--- config.mk ---
export PLATFORM = sky130hd
export DESIGN_NAME = serial_add_sequencer
export DESIGN_NICKNAME = d
export VERILOG_FILES = /design/src/rtl/serial_add_sequencer.sv
export SDC_FILE = /design/constraint.sdc
export NUM_CORES = 1
export LEC_CHECK = 0
export ABC_AREA = 1
export CELL_PAD_IN_SITES_DETAIL_PLACEMENT = 0
export CELL_PAD_IN_SITES_GLOBAL_PLACEMENT = 1
export CORE_MARGIN = 8
export CORE_UTILIZATION = 39
export CTS_CLUSTER_DIAMETER = 80
export DETAILED_ROUTE_END_ITERATION = 12
export GPL_TIMING_DRIVEN = 0
export PLACE_DENSITY_LB_ADDON = 0.1
export SYNTH_ARGS = -nofsm -noshare
export SYNTH_HDL_FRONTEND = slang
export SYNTH_SLANG_ARGS = --single-unit
--- constraint.sdc ---
create_clock -name clk -period 2.3 [get_ports clk]
set_input_delay 0.69 -clock clk [delete_from_list [all_inputs] [get_ports clk]]
set_output_delay 0.69 -clock clk [all_outputs]
set_load 0.02 [all_outputs]
--- src/rtl/serial_add_sequencer.sv ---
// Bit-serial WIDTH-bit adder/subtractor built around one FullAdder_1B cell.
// Define SERIAL_ADD_SUB_EN to honour op_sub (subtract); otherwise add-only.

module FullAdder_1B (
  input  logic a,
  input  logic b,
  input  logic ci,
  output logic s,
  output logic co
);
  assign s  = a ^ b ^ ci;
  assign co = (a & b) | (ci & (a ^ b));
endmodule

module serial_add_sequencer #(
  parameter int WIDTH = 8
) (
  input  logic             clk,
  input  logic             reset,
  input  logic             start,
  input  logic             op_sub,
  input  logic             carry_in,
  input  logic [WIDTH-1:0] operand_a,
  input  logic [WIDTH-1:0] operand_b,
  output logic             busy,
  output logic             done,
  output logic [WIDTH-1:0] result,
  output logic             carry_out,
  output logic             overflow,
  output logic             zero
);

  localparam int CW = $clog2(WIDTH + 1);

  typedef enum logic [1:0] {
    IDLE = 2'd0,
    RUN  = 2'd1,
    DONE = 2'd2
  } state_t;

  state_t           state_q, state_d;
  logic [WIDTH-1:0] a_q, a_d;
  logic [WIDTH-1:0] b_q, b_d;
  logic [WIDTH-1:0] acc_q, acc_d;
  logic             cy_q, cy_d;
  logic [CW-1:0]    cnt_q, cnt_d;
  logic [WIDTH-1:0] result_q, result_d;
  logic             co_q, co_d;
  logic             ov_q, ov_d;
  logic             z_q, z_d;

  logic [WIDTH-1:0] b_in;
  logic             c_in;
  logic             fa_s, fa_co;
  logic             last;

`ifdef SERIAL_ADD_SUB_EN
  assign b_in = op_sub ? ~operand_b : operand_b;
  assign c_in = op_sub ? 1'b1 : carry_in;
`else
  logic unused_op_sub;
  assign unused_op_sub = op_sub;
  assign b_in = operand_b;
  assign c_in = carry_in;
`endif

  FullAdder_1B u_fa (
    .a  (a_q[0]),
    .b  (b_q[0]),
    .ci (cy_q),
    .s  (fa_s),
    .co (fa_co)
  );

  assign last = (cnt_q == CW'(WIDTH - 1));

  // State and datapath registers, synchronous reset
  always_ff @(posedge clk) begin
    if (reset) begin
      state_q  <= IDLE;
      a_q      <= '0;
      b_q      <= '0;
      acc_q    <= '0;
      cy_q     <= 1'b0;
      cnt_q    <= '0;
      result_q <= '0;
      co_q     <= 1'b0;
      ov_q     <= 1'b0;
      z_q      <= 1'b0;
    end else begin
      state_q  <= state_d;
      a_q      <= a_d;
      b_q      <= b_d;
      acc_q    <= acc_d;
      cy_q     <= cy_d;
      cnt_q    <= cnt_d;
      result_q <= result_d;
      co_q     <= co_d;
      ov_q     <= ov_d;
      z_q      <= z_d;
    end
  end

  // Next-state: accept in IDLE, WIDTH bit steps in RUN, one DONE cycle
  always_comb begin
    state_d = state_q;
    unique case (state_q)
      IDLE:    if (start) state_d = RUN;
      RUN:     if (last) state_d = DONE;
      DONE:    state_d = IDLE;
      default: state_d = IDLE;
    endcase
  end

  // Datapath: capture operands, then shift one bit per edge through the cell
  always_comb begin
    a_d      = a_q;
    b_d      = b_q;
    acc_d    = acc_q;
    cy_d     = cy_q;
    cnt_d    = cnt_q;
    result_d = result_q;
    co_d     = co_q;
    ov_d     = ov_q;
    z_d      = z_q;
    if (state_q == IDLE && start) begin
      a_d   = operand_a;
      b_d   = b_in;
      acc_d = '0;
      cy_d  = c_in;
      cnt_d = '0;
    end else if (state_q == RUN) begin
      a_d   = {1'b0, a_q[WIDTH-1:1]};
      b_d   = {1'b0, b_q[WIDTH-1:1]};
      acc_d = {fa_s, acc_q[WIDTH-1:1]};
      cy_d  = fa_co;
      cnt_d = cnt_q + CW'(1);
      if (last) begin
        // cy_q here is the carry into the MSB
        result_d = acc_d;
        co_d     = fa_co;
        ov_d     = cy_q ^ fa_co;
        z_d      = ~|acc_d;
      end
    end
  end

  // Outputs decoded from state and result registers
  always_comb begin
    busy      = (state_q != IDLE);
    done      = (state_q == DONE);
    result    = result_q;
    carry_out = co_q;
    overflow  = ov_q;
    zero      = z_q;
  end

endmodule

Yosys cells after proc, flatten, opt, wreduce, memory -nomap -nowiden. Index checks and enable logic that the tools add are counted.

Bits in registers: 42. Input bits: 21. Output and inout bits: 13. Word-level logic and storage cells: 41.

Add/subtract/negate cells: 1. Equal/unequal tests: 5. Muxes and demuxes: 9. Bitwise logic cells: 7. Reduce and logical (&&, ||, !) cells: 9.

Operator list (number): $mux W8 (4); $reduce_or A8 Y1 (1); $add A4 B1 Y4 const B (1); $eq A4 B3 Y1 const B (1); $mux W2 (2); $ne A2 B2 Y1 const B (2); $pmux W2 S2 (1); $reduce_bool A2 Y1 (2); $reduce_and A3 Y1 (1); $xor A1 B1 Y1 (3); $and A1 B1 Y1 (2); $eq A2 B1 Y1 const B (1); $eq A2 B2 Y1 const B (1); $logic_not A2 Y1 (1); $mux W1 (2); $reduce_and A2 Y1 (1); $reduce_or A2 Y1 (1); $logic_and A1 B1 Y1 (1); $logic_not A1 Y1 (1); $not A1 Y1 (1); $or A1 B1 Y1 (1).

Longest topological paths before layout. Gate-level depths: netlist of run 1.

Depth in word-level cells: 5. Mapped depth: 7.

Hierarchy. A second synthesis of run 1 with hierarchy kept.

Cell total of the unflattened synthesis: 276. Area total of the unflattened synthesis: 1925.6 sq um.

By module, submodules not included: serial_add_sequencer (instances 1, cells each 275, area each 1905.6 sq um); FullAdder_1B (instances 1, cells each 1, area each 20.0 sq um).

Worst setup path before layout of run 1. OpenSTA, ideal clock, no wires.

Path type: reg-to-output. Start point: register state_q[0]. End point: output port busy. Arrival time: 0.847 ns. Slack: 0.763 ns. Stages on the path, launching flop included: 4. Path buffers: 1. Cells stage by stage: dfxtp_1 nor2_4 buf_2 inv_1.

Word-level cells in the longest chain between the ends: 1.

RTL lines: from (decl) (line 41) `state_t state_q, state_d;`; from (signal assigned) (line 91) `state_q <= state_d;`; $reduce_bool A2 Y1 (line 150) `busy = (state_q != IDLE);`; to (decl) (line 25) `output logic busy,`.

Every way passes these cells.

Final worst setup path of run 1.
Start point: register state_q[1]. End point: output port done.

Word-level cells in the longest chain between the ends: 1.

RTL lines: $eq A2 B2 Y1 (line 151) `done = (state_q == DONE);`; to (decl) (line 26) `output logic done,`.

Every way passes these cells.

==> results of run 1 <==
## worst register-to-register path: cells and delay by family, from the launching register on
family	cells	cell delay, ns
flip-flops	1	0.35
adder cells (fa/ha/maj)	1	0.53
AND/OR/NAND/NOR	4	0.33
AO/OA/AOI/OAI	1	0.12
## metal layers
| metal | vias up | part of all wire | track usage |
|---|---|---|---|
| met4 | 0 | 0.0073 | 0.0424 |
| met3 | 4 | 0.036 | 0.0342 |
| li1 | 856 | - | - |
| met1 | 711 | 0.50 | 0.141 |
| met2 | 25 | 0.45 | 0.180 |
| met5 | - | 0 | 0 |
## metrics by stage
step / std cells / area (sq um) / hold slack (ns)
6_report: 335 / 2290 / 0.464
5_1_grt: 335 / 2290 / 0.486
4_1_cts: 335 / 2290 / 0.467
3_5_place_dp: 327 / 2170 / 0.455
3_3_place_gp: 327 / 2170 / 0.452
2_1_floorplan: 244 / 1790 / 0.444
## worst max path at each step
stage	end	slack, ns	cells past startpoint
5_1_grt	done	0.06	3
4_1_cts	done	0.12	3
3_3_place_gp	b_q[7]$_SDFFE_PP0P_	-0.009	4
2_1_floorplan	busy	0.76	3
3_5_place_dp	b_q[7]$_SDFFE_PP0P_	-0.006	4
6_report	done	0.14	3
## sequential cells by signal, indices dropped and copies added, names as in the netlist
signal / cells
overflow: 1
carry_out: 1
a_q: 8
cy_q: 1
zero: 1
state_q: 2
result: 8
b_q: 8
cnt_q: 4
acc_q: 7
## cells in the mapped netlist, types with 2 or more instances
master / number / area (sq um)
nand2_1: 100 / 375
buf_2: 5 / 25.0
a21oi_1: 28 / 140
a21oi_2: 3 / 26.3
nand3_1: 7 / 35.0
dfxtp_1: 41 / 821
a31oi_1: 4 / 25.0
nor3_1: 2 / 10.0
nand3b_1: 11 / 82.6
o21ai_0: 2 / 10.0
nor2_4: 2 / 22.5
inv_1: 9 / 33.8
xor2_1: 2 / 17.5
buf_4: 4 / 30.0
clkbuf_1: 4 / 15.0
nor2_1: 13 / 48.8
## cells in the final DEF (no fill, tap or decap), types with 3 or more instances in the layout
cell / instances
nand2_1: 100
dfxtp_1: 39
clkdlybuf4s50_1: 30
a21oi_1: 28
nor2_1: 13
nand3b_1: 11
inv_1: 9
nand3_1: 7
clkbuf_8: 6
buf_4: 5
clkbuf_1: 5
buf_2: 4
a31oi_1: 4
a21oi_2: 3
## power breakdown
group	internal (uW)	switching (uW)	leakage, uW
Clock	354	249	0.0000585
Combinational	77.4	89.5	0.000480
Sequential	734	16.2	0.000335
Total	1170	355	0.000873
## kinds of logic after synthesis
kind of cell | after synthesis | synth area share
compound gates | 39 | 0.122
xor+xnor | 2 | 0.00979
fa+ha+maj | 2 | 0.0182
buf+inv | 23 | 0.0643
flops | 41 | 0.458
simple gates | 137 | 0.328
## timing repair
action / CTS / global route
endpoints found under the hold margin: 0 / 0
hold buffers: 0 / 0
endpoints found under the setup margin: 1 / 0
resized for setup: 4 / 0
buffers inserted: 0 / 0
## layout make-up
type,instances,area (sq um)
Buffer,14,83.8
Clock buffer,7,86.3
Clock inverter,1,30.0
Fill cell,454,2100
Inverter,9,33.8
Multi-Input combinational cell,180,855
Sequential cell,41,823
Tap cell,52,65.1
Timing Repair Buffer,31,309
==> results by group, run 1 <==
Critical path
  • Crit. End Element: primary output
  • R2R cell count: 6
  • RR Endpoint: zero$_SDFFE_PP0P_
  • Worst R2R Setup Slack: 0.89 ns
  • Worst path top cell family by delay: buffers and inverters
  • Bufs and invs on worst path: 2
  • Worst r2r src: cy_q$_SDFFE_PP0P_
  • Critical path cell sequence: inv_1 > nor2_1 > clkdlybuf4s50_1
  • Slowest cell on the critical path: clkdlybuf4s50_1
  • Worst setup startpoint: state_q[1]$_SDFFE_PP0P_
  • Crit path kind: reg2out
  • Startpoint Class: flop
  • WP data required: 1.61 ns
  • Critical Path AT: 1.47 ns
  • Crit-path max cell delay: 0.61 ns
  • Crit-path max FO: 3

Global route
  • Total GRT Usage: 0.114
  • Largest net degree at the start of global routing: 13
  • Initial antenna violation count: 0
  • Vias in the first global route: 1475
  • Total gr overflow: 0
  • First-pass GRT wire length: 6.76 mm

Floorplanning
  • Total die area: 0.00701 sq mm
  • CORE AREA: 0.00438 sq mm
  • Site Rows: 24
  • Starting Density: 0.408
  • Die width: 83.8 microns
  • I/O pin count: 34
  • Vert. Die Dim: 83.8 microns

Min path
  • Hold/Removal Path Class: reg2reg
  • Hold Startpoint: result[6]$_SDFFE_PP0P_
  • Hold depth: 2
  • Hold path endpoint: result[6]$_SDFFE_PP0P_

Synth
  • Mapped Area: 0.00179 sq mm
  • Mapped Nets: 267
  • Post-Syn Instances: 244
  • EDFF count, synth: 0
  • Library cells used by synthesis: 23
  • Main synth FF type: dfxtp_1
  • Ys async rst share: 0
  • Synth Register Bits: 41
  • Synthesis Warnings: 0
  • Seq/Total Area, Yosys: 0.458
  • Syn avg cell area: 7.34 sq um

Power
  • Maximum vdd drop: 0.350 mV
  • Pwr/cell area: 665 mW/mm^2
  • Leak: 0.000873 uW
  • Tot Pwr: 1520 uW

Timing
  • Tmin final: 2.16 ns
  • Max-slew violations: 0
  • Slack of the critical path: 0.142 ns
  • Unrepaired setup endpoints after global routing: no
  • Slew headroom: 0.647
  • Hold violation total from the final report: 0
  • F_max: 463 MHz
  • Clk_skew: 0.00400 ns
  • Final period utilization: 0.938
  • Final setup fails: 0
  • Worst-margin pin slew: 0.530 ns
  • Sum of negative setup slack: 0 ns

Placed design
  • Pre-CTS WS: -0.00591 ns
  • Final GP Congestion: 0.741
  • DPL Wire Length: 2.88 mm
  • IO Port Bufs: 31

Route
  • Drt wl/cell: 11.9 microns
  • Routed via count: 1596
  • Vias per Instance: 4.76
  • Initial drt markers: 69
  • Final wirelength: 3.97 mm
  • Drt first pass iters: 4
  • DR DRC count: 0
  • Antenna Nets Post-Route: 0

Clock tree
  • Num CTS Buffers: 5
  • Deepest clock path buffer count: 2
  • H-tree depth: 2
  • Clock Latency Late Sink: 0.29 ns
  • Root buffer selected by CTS: clkbuf_8
  • CTS tree: yes
  • Clock Sinks: 41
  • Clk slew on worst S/H paths: 0.08 ns

Status
  • Status: completed

Finish
  • Share of layout cells above drive strength 1: 0.0954
  • Antenna cells: 0
  • Fin nets: 305
  • Fin util: 0.521
  • Area grow syn2layout: 27.7%

Job
  • Maxcap violations: 0
(Power assumes the default switching activity.)
==> run 2: changes to the inputs <==
CAP_MARGIN = 30   (was default)
==> results of run 2 <==
Final layout, timing and power as in run 1 (identical DEF).
==> run 3: changes to the inputs <==
SKIP_LAST_GASP = 1   (was default)
==> results of run 3 <==
Final layout, timing and power as in run 1 (identical DEF).
==> patch 1 (config.mk and constraints of run 2) <==
Re-encode `state_t` (3 states) as one-hot, 3 bits wide.
--- a/src/rtl/serial_add_sequencer.sv
+++ b/src/rtl/serial_add_sequencer.sv
@@ -33,8 +33,8 @@
   localparam int CW = $clog2(WIDTH + 1);
 
-  typedef enum logic [1:0] {
-    IDLE = 2'd0,
-    RUN  = 2'd1,
-    DONE = 2'd2
+  typedef enum logic [2:0] {
+    IDLE = 3'b001,
+    RUN  = 3'b010,
+    DONE = 3'b100
   } state_t;
 
Behaviour: no difference found for any inputs over 10 cycles, from zero or initial values and one cycle with reset high; not proved beyond that.
==> patch 1 against run 2 <==
Global-route usage is 3.0 points higher. Sequential cell count grew 1. Non-clock buffer count increased by 5. Sequential share of layout area decreased by 2.8 points. Wire length grew 28%. Clock skew rose by 0.0028 ns. Area after synthesis is 12% higher. Cell area increased by 11%. Highest routed layer unchanged. Worst setup slack got worse by 0.0093 ns. Sequential power rose by 3.3%. Final cell count grew 13%. Via count up 19%. Power grew 13%. Synthesized cell count up 12%.
==> patch 1: results (changes against run 2) <==
{
  "status": {"value": "complete, no violations"},
  "first_global_vias": {"value": 1876, "change": "+27%"},
  "maximum_number_of_pins_on_one_net_before_global_route_repair": {"value": 14, "change": "+1"},
  "yosysSeqAreaShare": {"value": 41.92, "unit": "%", "change": "-3.9 points"},
  "post_synthesis_adder_cell_area_fraction": {"value": 1.622, "unit": "%", "change": "-0.19 points"},
  "critical_path.max_stage_delay": {"value": 0.37, "unit": "ns", "change": "-0.24 ns"},
  "min-delay-start": {"value": "cnt_q[3]"},
  "drive_gt1_share": {"value": 9.677, "unit": "%", "change": "+0.14 points"},
  "cts.htree.levels": {"value": 2, "change": "unchanged"},
  "synth_xor_xnor_area_share": {"value": 0.4367, "unit": "%", "change": "-0.54 points"},
  "p_leak": {"value": 1.065, "unit": "nW", "change": "+22%"},
  "grt_use_met2": {"value": 24.90, "unit": "%", "change": "+6.9 points"},
  "dp_slack": {"value": 0.1228, "unit": "ns", "change": "+0.1287 ns"},
  "syn-instance-count": {"value": 273, "change": "+12%"},
  "finalWirelength": {"value": 5.078, "unit": "mm", "change": "+28%"},
  "power.ir.vdd_worst": {"value": 397.8, "unit": "µV", "change": "+14%"},
  "hpwl": {"value": 3.561, "unit": "mm", "change": "+24%"},
  "num-nets-final": {"value": 332, "change": "+8.9%"},
  "post_cts_resize_count": {"value": 2, "change": "-2"},
  "crit_slowest_cell": {"value": "sky130_fd_sc_hd__dlygate4sd2_1"},
  "postPlaceCellArea": {"value": 2404, "unit": "µm²", "change": "+11%"},
  "setup.worst_path.start": {"value": "state_q[1]"},
  "reg2reg_from": {"value": "state_q[2]"},
  "post_synth_main_area_contributors": {"value": "sky130_fd_sc_hd__dfxtp_1, sky130_fd_sc_hd__nand2_1, sky130_fd_sc_hd__nand4_1"},
  "grt_pass1_wl": {"value": 8.763, "unit": "mm", "change": "+30%"},
  "fin_skew": {"value": 0.006804, "unit": "ns", "change": "+0.002800 ns"},
  "place_congestion": {"value": 0.7368, "change": "-0.62%"},
  "warnings_from_yosys": {"value": 0, "change": "unchanged"},
  "wire_per_inst": {"value": 13.36, "unit": "µm", "change": "+13%"},
  "placed_cells": {"value": 374, "change": "+14%"},
  "grt.total_usage": {"value": 14.36, "unit": "%", "change": "+3.0 points"},
  "crit_fanout": {"value": 10, "change": "+7"},
  "worst_slew_margin_relative_to_its_limit": {"value": 64.55, "unit": "%", "change": "-0.14 points"},
  "ys_top_cells_by_count": {"value": "sky130_fd_sc_hd__nand2_1, sky130_fd_sc_hd__dfxtp_1, sky130_fd_sc_hd__nand4_1"},
  "drt_iter0_drc": {"value": 91, "change": "+32%"},
  "synth_fp_nets": {"value": 296, "change": "+11%"},
  "met3_usage": {"value": 4.221, "unit": "%", "change": "+0.80 points"},
  "vias_per_cell": {"value": 5.013, "change": "+5.2%"}
}
patch 1: cell types whose count changed in the layout (fill, tap and decap cells not counted), moves of 4 or more:
cell                       change
sky130_fd_sc_hd__nand4_1      +31
sky130_fd_sc_hd__nand3b_1     -11
sky130_fd_sc_hd__nor2_1       +13
sky130_fd_sc_hd__buf_6         +4
sky130_fd_sc_hd__o21ai_0      +10
sky130_fd_sc_hd__nand2_1      -43
sky130_fd_sc_hd__nand3_1      +12
sky130_fd_sc_hd__inv_1        +12
sky130_fd_sc_hd__a31oi_1       -4
patch 1: per-layer routing:
metal  vias up  share of wire [%]
li1        983                  -
met1       884                 45
met2        35                 50
met3         3                4.7
met4         0               0.28
met5         -                  0
patch 1: power breakdown:
part / leakage (nW) / switching, mW / total (mW) / internal, mW
logic: 0.651 / 0.126 / 0.222 / 0.0957
clock network: 0.0714 / 0.258 / 0.721 / 0.463
registers: 0.342 / 0.0186 / 0.776 / 0.757
patch 1: cell type report:
| cell class | instances | area (µm²) |
|---|---|---|
| clock inverter | 2 | 60.06 |
| sequential | 42 | 840.8 |
| clock buffer | 6 | 82.58 |
| buffer | 19 | 125.1 |
| timing repair buffer | 31 | 307.8 |
| fill | 507 | 2507 |
| inverter | 25 | 96.34 |
| multi-input combinational | 185 | 934.6 |
| tap | 70 | 87.58 |
patch 1: path summary, 6_finish.rpt:
path | to | slack [ns]
max | done | 0.13
min | cnt_q[3] | 0.47
max reg2reg | a_q[6] | 0.78
min reg2reg | cnt_q[3] | 0.47
patch 1: per-stage QoR:
stage	total power [mW]	hold slack, ns
after global routing	1.797	0.4976
after CTS	1.740	0.4707
final	1.719	0.4655
after detailed placement	1.020	0.4589
after global placement	1.019	0.4491
after floorplan	0.9403	0.4390
==> patch 2 (config.mk and constraints of run 2) <==
Without the edit above. Build with the macro `SERIAL_ADD_SUB_EN` defined.
--- a/src/rtl/serial_add_sequencer.sv
+++ b/src/rtl/serial_add_sequencer.sv
@@ -1,4 +1,6 @@
 // Bit-serial WIDTH-bit adder/subtractor built around one FullAdder_1B cell.
 // Define SERIAL_ADD_SUB_EN to honour op_sub (subtract); otherwise add-only.
+
+`define SERIAL_ADD_SUB_EN
 
 module FullAdder_1B (
Formal check against the unedited RTL: not equivalent (a bounded check fails within 10 cycles, from zero or initial values and one cycle with reset high).
==> patch 2 against run 2 <==
Area after synthesis grew 12%. Sequential share of layout area shrank 3.2 points. Die area grew 9.7%. Global-route usage grew 2.2 points. Count of clock-buffer cells in the layout shrank 2. Wire length grew 18%. Power shrank 5.9%. Cell area grew 9.6%. Sequential cell count is the same. Critical path depth is the same. Fmax shrank 1.1%. Sequential power is essentially flat. Via count grew 11%. Worst setup slack lost 0.024 ns.
==> patch 2: results (changes against run 2) <==
{
  "drive_gt1_share": {"value": 14.73, "unit": "%", "change": "+5.2 points"},
  "wl_met2": {"value": 2.178, "unit": "mm", "change": "+21%"},
  "setup.reg_to_reg.worst_slack": {"value": 0.93, "unit": "ns", "change": "+0.04 ns"},
  "min-delay-start": {"value": "result[2]"},
  "post_cts_resize_count": {"value": 1, "change": "-3"},
  "wire_per_inst": {"value": 11.99, "unit": "µm", "change": "+1.2%"},
  "cp.arrival": {"value": 1.49, "unit": "ns", "change": "+0.02 ns"},
  "design_internal_power": {"value": 1.036, "unit": "mW", "change": "-11%"},
  "detail_route.wirelength.met1": {"value": 2.215, "unit": "mm", "change": "+11%"},
  "p_leak": {"value": 1.041, "unit": "nW", "change": "+19%"},
  "fraction_of_area_in_multi_input_gates": {"value": 40.51, "unit": "%", "change": "+3.1 points"},
  "fin_skew": {"value": 0.007558, "unit": "ns", "change": "+0.003555 ns"},
  "clkbuf_count": {"value": 5, "change": "-2"},
  "finalNonFillerCells": {"value": 389, "change": "+16%"},
  "met3WireLength": {"value": 203, "unit": "µm", "change": "+43%"},
  "status": {"value": "complete, no violations"},
  "hpwl": {"value": 3.417, "unit": "mm", "change": "+19%"},
  "num-nonclk-buffers": {"value": 44, "change": "-2.2%"},
  "postPlaceCellArea": {"value": 2415, "unit": "µm²", "change": "+11%"},
  "maximum_number_of_pins_on_one_net_before_global_route_repair": {"value": 14, "change": "+1"},
  "place_congestion": {"value": 0.7326, "change": "-1.2%"},
  "n_multi_input_combinational_cell": {"value": 204, "change": "+13%"},
  "portBuffers": {"value": 32, "change": "+3.2%"},
  "register_fraction_of_the_total_cell_area": {"value": 32.82, "unit": "%", "change": "-3.2 points"},
  "synth_fp_nets": {"value": 302, "change": "+13%"},
  "inv_count": {"value": 22, "change": "+13"},
  "ys_top_cells_by_count": {"value": "sky130_fd_sc_hd__nand2_1, sky130_fd_sc_hd__dfxtp_1, sky130_fd_sc_hd__inv_1"},
  "power.ir.vdd_worst": {"value": 200.1, "unit": "µV", "change": "-43%"},
  "crit_fanout": {"value": 7, "change": "+4"},
  "met3_usage": {"value": 3.283, "unit": "%", "change": "-0.13 points"},
  "regArea": {"value": 822.0, "unit": "µm²", "change": "-0.15%"},
  "clockNetworkAreaShare": {"value": 3.447, "unit": "%", "change": "-1.6 points"}
}
[patch 2: cell count changes in the layout (fill, tap and decap cells not counted), sizes merged, moves of 2 or more]
cell,delta
nand2,+26
inv,+13
nand3,+7
nand3b,-6
clkbuf,-4
a21oi,-3
a31oi,-2
clkinv,+2
[patch 2: logic make-up after synthesis]
kind of cell | share of synthesized area (%)
fa+ha+maj | 1.621
compound gates | 12.10
xor+xnor | 1.309
buf+inv | 8.541
flops | 40.90
simple gates | 35.54
[patch 2: power by group through the flow]
| stage | Sequential, mW | Combinational [mW] | Clock, mW |
|---|---|---|---|
| 5_1_grt | 0.752 | 0.238 | 0.535 |
| 6_report | 0.748 | 0.210 | 0.472 |
| 2_1_floorplan | 0.762 | 0.141 | 0 |
| 3_5_place_dp | 0.765 | 0.215 | 0 |
| 3_3_place_gp | 0.765 | 0.213 | 0 |
| 4_1_cts | 0.748 | 0.215 | 0.490 |
